===== src/rtl/vram_arbiter.sv =====
`default_nettype none
// ============================================================================
// vram_arbiter : LCD / CPU / DMA arbiter for the single-port 8 KB video RAM
// Revision     : 1.0
// ============================================================================
module vram_arbiter #(
  parameter int CPU_STARVE_LIMIT = 4
) (
  input  logic        clk,
  input  logic        reset,
  input  logic        i_ce,
  input  logic        i_lcd_req,
  input  logic [12:0] i_lcd_addr,
  output logic [7:0]  o_lcd_rdata,
  output logic        o_lcd_ack,
  input  logic        i_cpu_req,
  input  logic        i_cpu_we,
  input  logic [12:0] i_cpu_addr,
  input  logic [7:0]  i_cpu_wdata,
  output logic [7:0]  o_cpu_rdata,
  output logic        o_cpu_ack,
  input  logic        i_dma_req,
  input  logic        i_dma_we,
  input  logic [12:0] i_dma_addr,
  input  logic [7:0]  i_dma_wdata,
  output logic [7:0]  o_dma_rdata,
  output logic        o_dma_ack,
  output logic [12:0] o_ram_addr,
  output logic        o_ram_we,
  output logic [7:0]  o_ram_wdata,
  input  logic [7:0]  i_ram_rdata,
  output logic        o_cpu_starved
);

  typedef enum logic [1:0] {S_IDLE = 2'd0, S_ACCESS = 2'd1, S_DATA = 2'd2} state_t;
  typedef enum logic [1:0] {OWN_LCD = 2'd0, OWN_CPU = 2'd1, OWN_DMA = 2'd2} owner_t;

  localparam logic [3:0] c_STARVE_LIMIT = 4'(CPU_STARVE_LIMIT);

  state_t      r_state;
  owner_t      r_owner;
  logic        r_is_write;
  logic [3:0]  r_starve;
  logic        r_rr_cpu;
  logic        r_lcd_ack, r_cpu_ack, r_dma_ack;
  logic [7:0]  r_lcd_rdata, r_cpu_rdata, r_dma_rdata;
  logic [12:0] r_ram_addr;
  logic        r_ram_we;
  logic [7:0]  r_ram_wdata;

  logic        w_lcd_elig, w_cpu_elig, w_dma_elig, w_starved;
  logic        w_grant;
  owner_t      w_winner;
  logic [12:0] w_addr;
  logic        w_we;
  logic [7:0]  w_wdata;

  // A requester still showing its ack is holding a stale request.
  assign w_lcd_elig = i_lcd_req & ~r_lcd_ack;
  assign w_cpu_elig = i_cpu_req & ~r_cpu_ack;
  assign w_dma_elig = i_dma_req & ~r_dma_ack;
  assign w_starved  = (r_starve >= c_STARVE_LIMIT);

  always_comb begin
    w_grant  = 1'b0;
    w_winner = OWN_LCD;
    if (r_state == S_IDLE && i_ce) begin
      if (w_starved && w_cpu_elig) begin
        w_grant  = 1'b1;
        w_winner = OWN_CPU;
      end else if (w_lcd_elig) begin
        w_grant  = 1'b1;
        w_winner = OWN_LCD;
      end else if (w_cpu_elig && (r_rr_cpu || !w_dma_elig)) begin
        w_grant  = 1'b1;
        w_winner = OWN_CPU;
      end else if (w_dma_elig) begin
        w_grant  = 1'b1;
        w_winner = OWN_DMA;
      end
    end
  end

  always_comb begin
    w_addr  = i_lcd_addr;
    w_we    = 1'b0;
    w_wdata = 8'h00;
    case (w_winner)
      OWN_CPU: begin
        w_addr  = i_cpu_addr;
        w_we    = i_cpu_we;
        w_wdata = i_cpu_wdata;
      end
      OWN_DMA: begin
        w_addr  = i_dma_addr;
        w_we    = i_dma_we;
        w_wdata = i_dma_wdata;
      end
      default: ;
    endcase
  end

  always_ff @(posedge clk) begin
    if (reset) begin
      r_state     <= S_IDLE;
      r_owner     <= OWN_LCD;
      r_is_write  <= 1'b0;
      r_starve    <= 4'd0;
      r_rr_cpu    <= 1'b1;
      r_lcd_ack   <= 1'b0;
      r_cpu_ack   <= 1'b0;
      r_dma_ack   <= 1'b0;
      r_lcd_rdata <= 8'h00;
      r_cpu_rdata <= 8'h00;
      r_dma_rdata <= 8'h00;
      r_ram_addr  <= 13'd0;
      r_ram_we    <= 1'b0;
      r_ram_wdata <= 8'h00;
    end else begin
      r_lcd_ack <= 1'b0;
      r_cpu_ack <= 1'b0;
      r_dma_ack <= 1'b0;
      case (r_state)
        S_IDLE: begin
          if (w_grant) begin
            r_state     <= S_ACCESS;
            r_owner     <= w_winner;
            r_is_write  <= w_we;
            r_ram_addr  <= w_addr;
            r_ram_we    <= w_we;
            r_ram_wdata <= w_wdata;
            if (w_winner == OWN_CPU) begin
              r_starve <= 4'd0;
              r_rr_cpu <= 1'b0;
            end else if (w_winner == OWN_DMA) begin
              r_rr_cpu <= 1'b1;
            end else if (i_cpu_req && r_starve != 4'hF) begin
              r_starve <= r_starve + 4'd1;
            end
          end
        end
        S_ACCESS: begin
          r_state  <= S_DATA;
          r_ram_we <= 1'b0;
        end
        S_DATA: begin
          r_state <= S_IDLE;
          case (r_owner)
            OWN_CPU: begin
              r_cpu_ack <= 1'b1;
              if (!r_is_write) r_cpu_rdata <= i_ram_rdata;
            end
            OWN_DMA: begin
              r_dma_ack <= 1'b1;
              if (!r_is_write) r_dma_rdata <= i_ram_rdata;
            end
            default: begin
              r_lcd_ack   <= 1'b1;
              r_lcd_rdata <= i_ram_rdata;
            end
          endcase
        end
        default: r_state <= S_IDLE;
      endcase
    end
  end

  assign o_lcd_rdata   = r_lcd_rdata;
  assign o_lcd_ack     = r_lcd_ack;
  assign o_cpu_rdata   = r_cpu_rdata;
  assign o_cpu_ack     = r_cpu_ack;
  assign o_dma_rdata   = r_dma_rdata;
  assign o_dma_ack     = r_dma_ack;
  assign o_ram_addr    = r_ram_addr;
  assign o_ram_we      = r_ram_we;
  assign o_ram_wdata   = r_ram_wdata;
  assign o_cpu_starved = w_starved;

endmodule
`default_nettype wire


===== config.mk =====
export PLATFORM = sky130hd
export DESIGN_NAME = vram_arbiter
export DESIGN_NICKNAME = d
export VERILOG_FILES = /design/src/rtl/vram_arbiter.sv
export SDC_FILE = /design/constraint.sdc
export NUM_CORES = 1
export LEC_CHECK = 0
export CAP_MARGIN = 20
export CORE_MARGIN = 2
export CORE_UTILIZATION = 60
export DETAILED_ROUTE_END_ITERATION = 10
export DONT_BUFFER_PORTS = 1
export PLACE_DENSITY = 0.87
export SKIP_CTS_REPAIR_TIMING = 1
export SLEW_MARGIN = 20
export SYNTH_ARGS = -nofsm -noshare
export SYNTH_HDL_FRONTEND = slang
export SYNTH_SLANG_ARGS = --single-unit

===== constraint.sdc =====
create_clock -name clk -period 3.4 [get_ports clk]
set_clock_uncertainty 0.05 [all_clocks]
set_input_delay 1.02 -clock clk [delete_from_list [all_inputs] [get_ports clk]]
set_output_delay 1.02 -clock clk [all_outputs]
set_load 0.005 [all_outputs]

; ---- Word-level counts from Yosys, hierarchy flattened
; Cells that the tools add are included.
[word_totals]
memories = 0
out_inout_bits = 50
latchBits = 0
inputBits = 71
romBits = 0
mem_bits_rw = 0
regBits = 59
[op_classes]
eq_ne = 9
shift = 0
n_mul = 0
n_lt_le_gt_ge = 1
n_div = 0
mux = 25
add_sub_neg = 1
n_reduce_logical = 19
bitwise_logic = 9
[ops]
columns = op, count
row1 = $pmux 13 s2, 1
row2 = $pmux 8 s2, 1
row3 = $mux 2, 6
row4 = $mux 4, 3
row5 = $mux 1, 11
row6 = $reduce_and 3->1, 3
row7 = $eq 2x1->1 const B, 3
row8 = $eq 2x2->1 const B, 3
row9 = $not 1->1, 6
row10 = $reduce_and 2->1, 3
row11 = $reduce_bool 2->1, 3
row12 = $add 4x1->4 const B, 1
row13 = $ge 4x3->1 const B, 1
row14 = $logic_and 1x1->1, 4
row15 = $ne 2x2->1 const B, 2
row16 = $ne 4x4->1 const B, 1
row17 = $pmux 1 s2, 2
row18 = $pmux 2 s2, 1
row19 = $reduce_and 4->1, 1
row20 = $reduce_or 2->1, 2
row21 = $and 1x1->1, 3
row22 = $logic_not 2->1, 1
row23 = $logic_not 1->1, 1
row24 = $logic_or 1x1->1, 1

; ---- Longest topological paths before layout
[logic_depth]
ltp_word = 13
mapped_depth = 11

; ---- Worst setup path after synthesis
; OpenSTA, ideal clock, no wires.
[synth_timing]
kind = input port to flip-flop
start = input port i_ce
end = register r_starve[3]
arrival_ns = 2.993
path_stages = 10
setup_slack_ns = 0.287
required_time_ns = 3.280
path_cell_list = nor3b_2 -> o211ai_1 -> inv_1 -> ha_1 -> buf_4 -> and4b_1 -> or3_1 -> clkbuf_2 -> or4_1 -> a21oi_1
[synth_via]
elab_chain_len = 5
word_cells_on_any_way = 9
cone_classes = eq/ne: 3 / mux: 3 / reduce/logical: 3
[synth_rtl]
columns = element, line_no
row1 = from (decl), 11  ; input logic i_ce,
row2 = $logic_and 1x1->1 *, 67  ; if (r_state == S_IDLE && i_ce) begin
row3 = $mux 2 *, 67
row4 = net w_winner[0], 53  ; owner_t w_winner;
row5 = $eq 2x1->1 or $eq 2x2->1 (tied branches), "132, 135"
row6 = $ne 2x2->1 (no source line) or $reduce_bool 2->1 (tied branches), n/a
row7 = $reduce_and 4->1 (no source line), n/a
row8 = to (signal assigned), 138  ; r_starve <= r_starve + 4'd1;
row9 = to (decl), 43  ; logic [3:0] r_starve;
; The timed path passes the listed nets; every way through them passes the cells marked *.
; A chain may end at the register's enable or synchronous reset.

; ---- Worst setup path after layout
[layout_timing]
start = input port i_dma_req
end = register r_starve[3]
[layout_via]
elab_chain_len = 11
word_cells_on_any_way = 20
cone_classes = eq/ne: 3 / mux: 11 / bitwise: 1 / reduce/logical: 5
[layout_rtl]
columns = element, line_no
row1 = from (decl), 22  ; input logic i_dma_req,
row2 = $and 1x1->1 *, 61  ; assign w_dma_elig = i_dma_req & ~r_dma_ack;
row3 = $logic_not 1->1 *, 74  ; end else if (w_cpu_elig && (r_rr_cpu || !w_dma_elig)) begin
row4 = $logic_or 1x1->1 *, 74
row5 = $logic_and 1x1->1 *, 74
row6 = $mux 2 *, 74
row7 = $mux 2 *, 71  ; end else if (w_lcd_elig) begin
row8 = $mux 2 *, 68  ; if (w_starved && w_cpu_elig) begin
row9 = $mux 2 *, 67
row10 = net w_winner[0], 53
row11 = $eq 2x1->1 or $eq 2x2->1 (tied branches), "132, 135"
row12 = $ne 2x2->1 (no source line) or $reduce_bool 2->1 (tied branches), n/a
row13 = $reduce_and 4->1 (no source line), n/a
; Marked as above.

==> results.sh <==
export IMPL_status="finished, final reports clean"
export IMPL_drive_above_1_share=0.0954
export IMPL_vias=2190
export IMPL_min_period_ns=2.89
export IMPL_wire_per_inst_um=16.4
export IMPL_row_count=23
export IMPL_multi_input_area_um2=1310
export IMPL_cts_tree="yes"
export IMPL_min_period_over_period=0.850
export IMPL_area_delta_synth_final_pct=10.2
export IMPL_synth_area_top_cells="dfxtp_1 (45%), mux2i_1 (9.2%), nand2_1 (7.4%)"
export IMPL_synth_top_area_frac=0.454
export IMPL_synth_distinct_cells=33
export IMPL_hpwl_mm=4.14
export IMPL_setup_viol=0
export IMPL_fin_nets=376
export IMPL_synth_seq_cells=59
export IMPL_vdd_ir_drop_max_mv=0.300
export IMPL_grtUsageTotal=0.247
export IMPL_seq_power_share=0.473
export IMPL_syn_area_per_cell_um2=8.50
export IMPL_hold_path_class="reg2reg"
export IMPL_portBuffers=0
export IMPL_start_util=0.636
export IMPL_power_frac_clock=0.458
export IMPL_final_util=0.701
export IMPL_timing_hold_ws_ns=0.419
export IMPL_clockBufferDepth=2
export IMPL_grt_pass1_wl_mm=9.53
export IMPL_htree_num_levels=3
export IMPL_relSlewSlack=0.416
export IMPL_arrival_ns=3.10
export IMPL_synth_ff_type="dfxtp_1"
export IMPL_wl_mm=5.82
export IMPL_reg2reg_slack_ns=0.88
export IMPL_crit_required_ns=3.61
export IMPL_clockRootBuffer="clkbuf_8"
export IMPL_finalWeightedCongestion=0.796
export IMPL_crit_type="in2reg"
export IMPL_rsz0062_at_grt="false"
export IMPL_clkTransAtPathRegs_ns=0.07
export IMPL_finalMaxSlewViolations=0
export IMPL_grt_pass1_vias=2053
export IMPL_remaining_drc_errors=0
export IMPL_diodes=0
export IMPL_fill_cells=340
export IMPL_power_switching_w=0.000348
export IMPL_internal_power_w=0.00118
export IMPL_drt_initial_drc_count=115
export IMPL_startpoint_type="input pin"
export IMPL_ant_nets=0
export IMPL_synth_cell_area_um2=2600
export IMPL_finalSetupTns_ns=0
export IMPL_seq_area_um2=1180
export IMPL_fmax_mhz=346
export IMPL_dp_slack_ns=0.178
export IMPL_gr_total_overflow=0
export IMPL_die_width_um=69.8
export IMPL_yosysWarnings=0
export IMPL_p_leak_nw=1.06
export IMPL_worstMarginPinSlew_ns=0.872
export IMPL_hold_viol=0
export IMPL_finalPower_w=0.00153
export IMPL_via_per_inst=6.19
export IMPL_pwr_share_comb=0.069
export IMPL_synth_edff_count=0
export IMPL_drv_cap=0
export IMPL_yosys_area_top_type="dfxtp_1"
export IMPL_syn_inst=306
export IMPL_first_pass_iters=4
export IMPL_worstSkewPairLatency_ns=0.32
export IMPL_core_area_um2=4090
export IMPL_cts_buffers=9
export IMPL_swShare=0.227
export IMPL_yosysMostFrequentCell="dfxtp_1"
export IMPL_clock_sinks=59
export IMPL_dieArea_um2=4880
export IMPL_antenna_found_initial=0
export IMPL_powerDensity_nw_per_um2=535
export IMPL_synth_nets=383
export IMPL_cp_end_kind="flip-flop"
export IMPL_setup_slack_ns=0.509
export IMPL_synthArstFlopShare=0
export IMPL_fp_dieH_um=69.8
export IMPL_ys_seq_area_frac=0.454
export IMPL_cp_max_fo=7
export IMPL_io_pins=121
export IMPL_grt_max_degree=58
export IMPL_synth_commonest_cells="dfxtp_1 (59), nand2_1 (51), a21oi_1 (29)"
-- cells in the final DEF, fill, tap and decap left out, types with 8 or more instances in the layout --
| cell type | count |
|---|---|
| dfxtp_1 | 59 |
| nand2_1 | 51 |
| a21oi_1 | 29 |
| nor2_1 | 28 |
| mux2i_1 | 24 |
| a22oi_1 | 22 |
| o21ai_0 | 16 |
| or3_1 | 11 |
| clkbuf_8 | 10 |
| inv_1 | 8 |
-- power by group through the flow --
stage                     clock network (W)  registers, W  logic [W]
after floorplan                           0      0.000735  0.0000917
after global placement                    0      0.000739   0.000102
after detailed placement                  0      0.000740   0.000106
after CTS                          0.000716      0.000725   0.000107
after global routing               0.000746      0.000727   0.000122
final                              0.000701      0.000725   0.000106
-- final timing paths --
kind | startpoint | endpoint | cells after the start
worst min-delay path | o_ram_addr[3] | o_ram_addr[3] | 2
worst max-delay path | i_dma_req | r_starve[3] | 9
worst min register to register | o_ram_addr[3] | o_ram_addr[3] | 2
worst max register to register | r_state[1] | r_starve[3] | 8
-- state kept, by name, indices dropped and copies added, names as in the netlist --
name         flops
o_ram_addr      13
o_cpu_rdata      8
o_dma_rdata      8
o_lcd_rdata      8
o_ram_wdata      8
r_starve         4
r_owner          2
r_state          2
o_cpu_ack        1
o_dma_ack        1
o_lcd_ack        1
o_ram_we         1
r_is_write       1
r_rr_cpu         1
-- routing by layer --
layer | vias to the layer above | track usage | wire [µm]
li1 | 1047 | - | -
met1 | 1023 | 0.283 | 2290
met2 | 101 | 0.407 | 2960
met3 | 19 | 0.0959 | 443
met4 | 0 | 0.109 | 130
met5 | - | 0 | 0
-- metrics by stage --
stage / std cells / instance area, µm²
floorplan: 306 / 2600
global placement: 338 / 2640
detailed placement: 338 / 2640
CTS: 354 / 2870
global route: 354 / 2870
finish: 354 / 2870
-- layout make-up --
type,instances,share of cell area
Timing Repair Buffer,6,0.0201
Sequential cell,59,0.412
Multi-Input combinational cell,215,0.456
Clock buffer,10,0.0480
Tap cell,50,0.0218
Inverter,8,0.0105
Clock inverter,6,0.0310
-- cells by family after synthesis --
group | count (synthesis) | synth area share
AOI/OAI and AO/OA | 75 | 0.177
adders and majority gates | 6 | 0.0289
buffers and inverters | 32 | 0.0501
DFF | 59 | 0.454
muxes | 24 | 0.0924
and+or+nand+nor | 110 | 0.197
-- critical path, stage by stage --
cell and delay [ns]:
nor2b_1 0.16, a21oi_1 0.15, o211ai_1 0.16, inv_1 0.10
ha_1 0.23, and4b_1 0.23, or3_1 0.41, or4_1 0.50
a21oi_1 0.14
(Power assumes the default switching activity.)
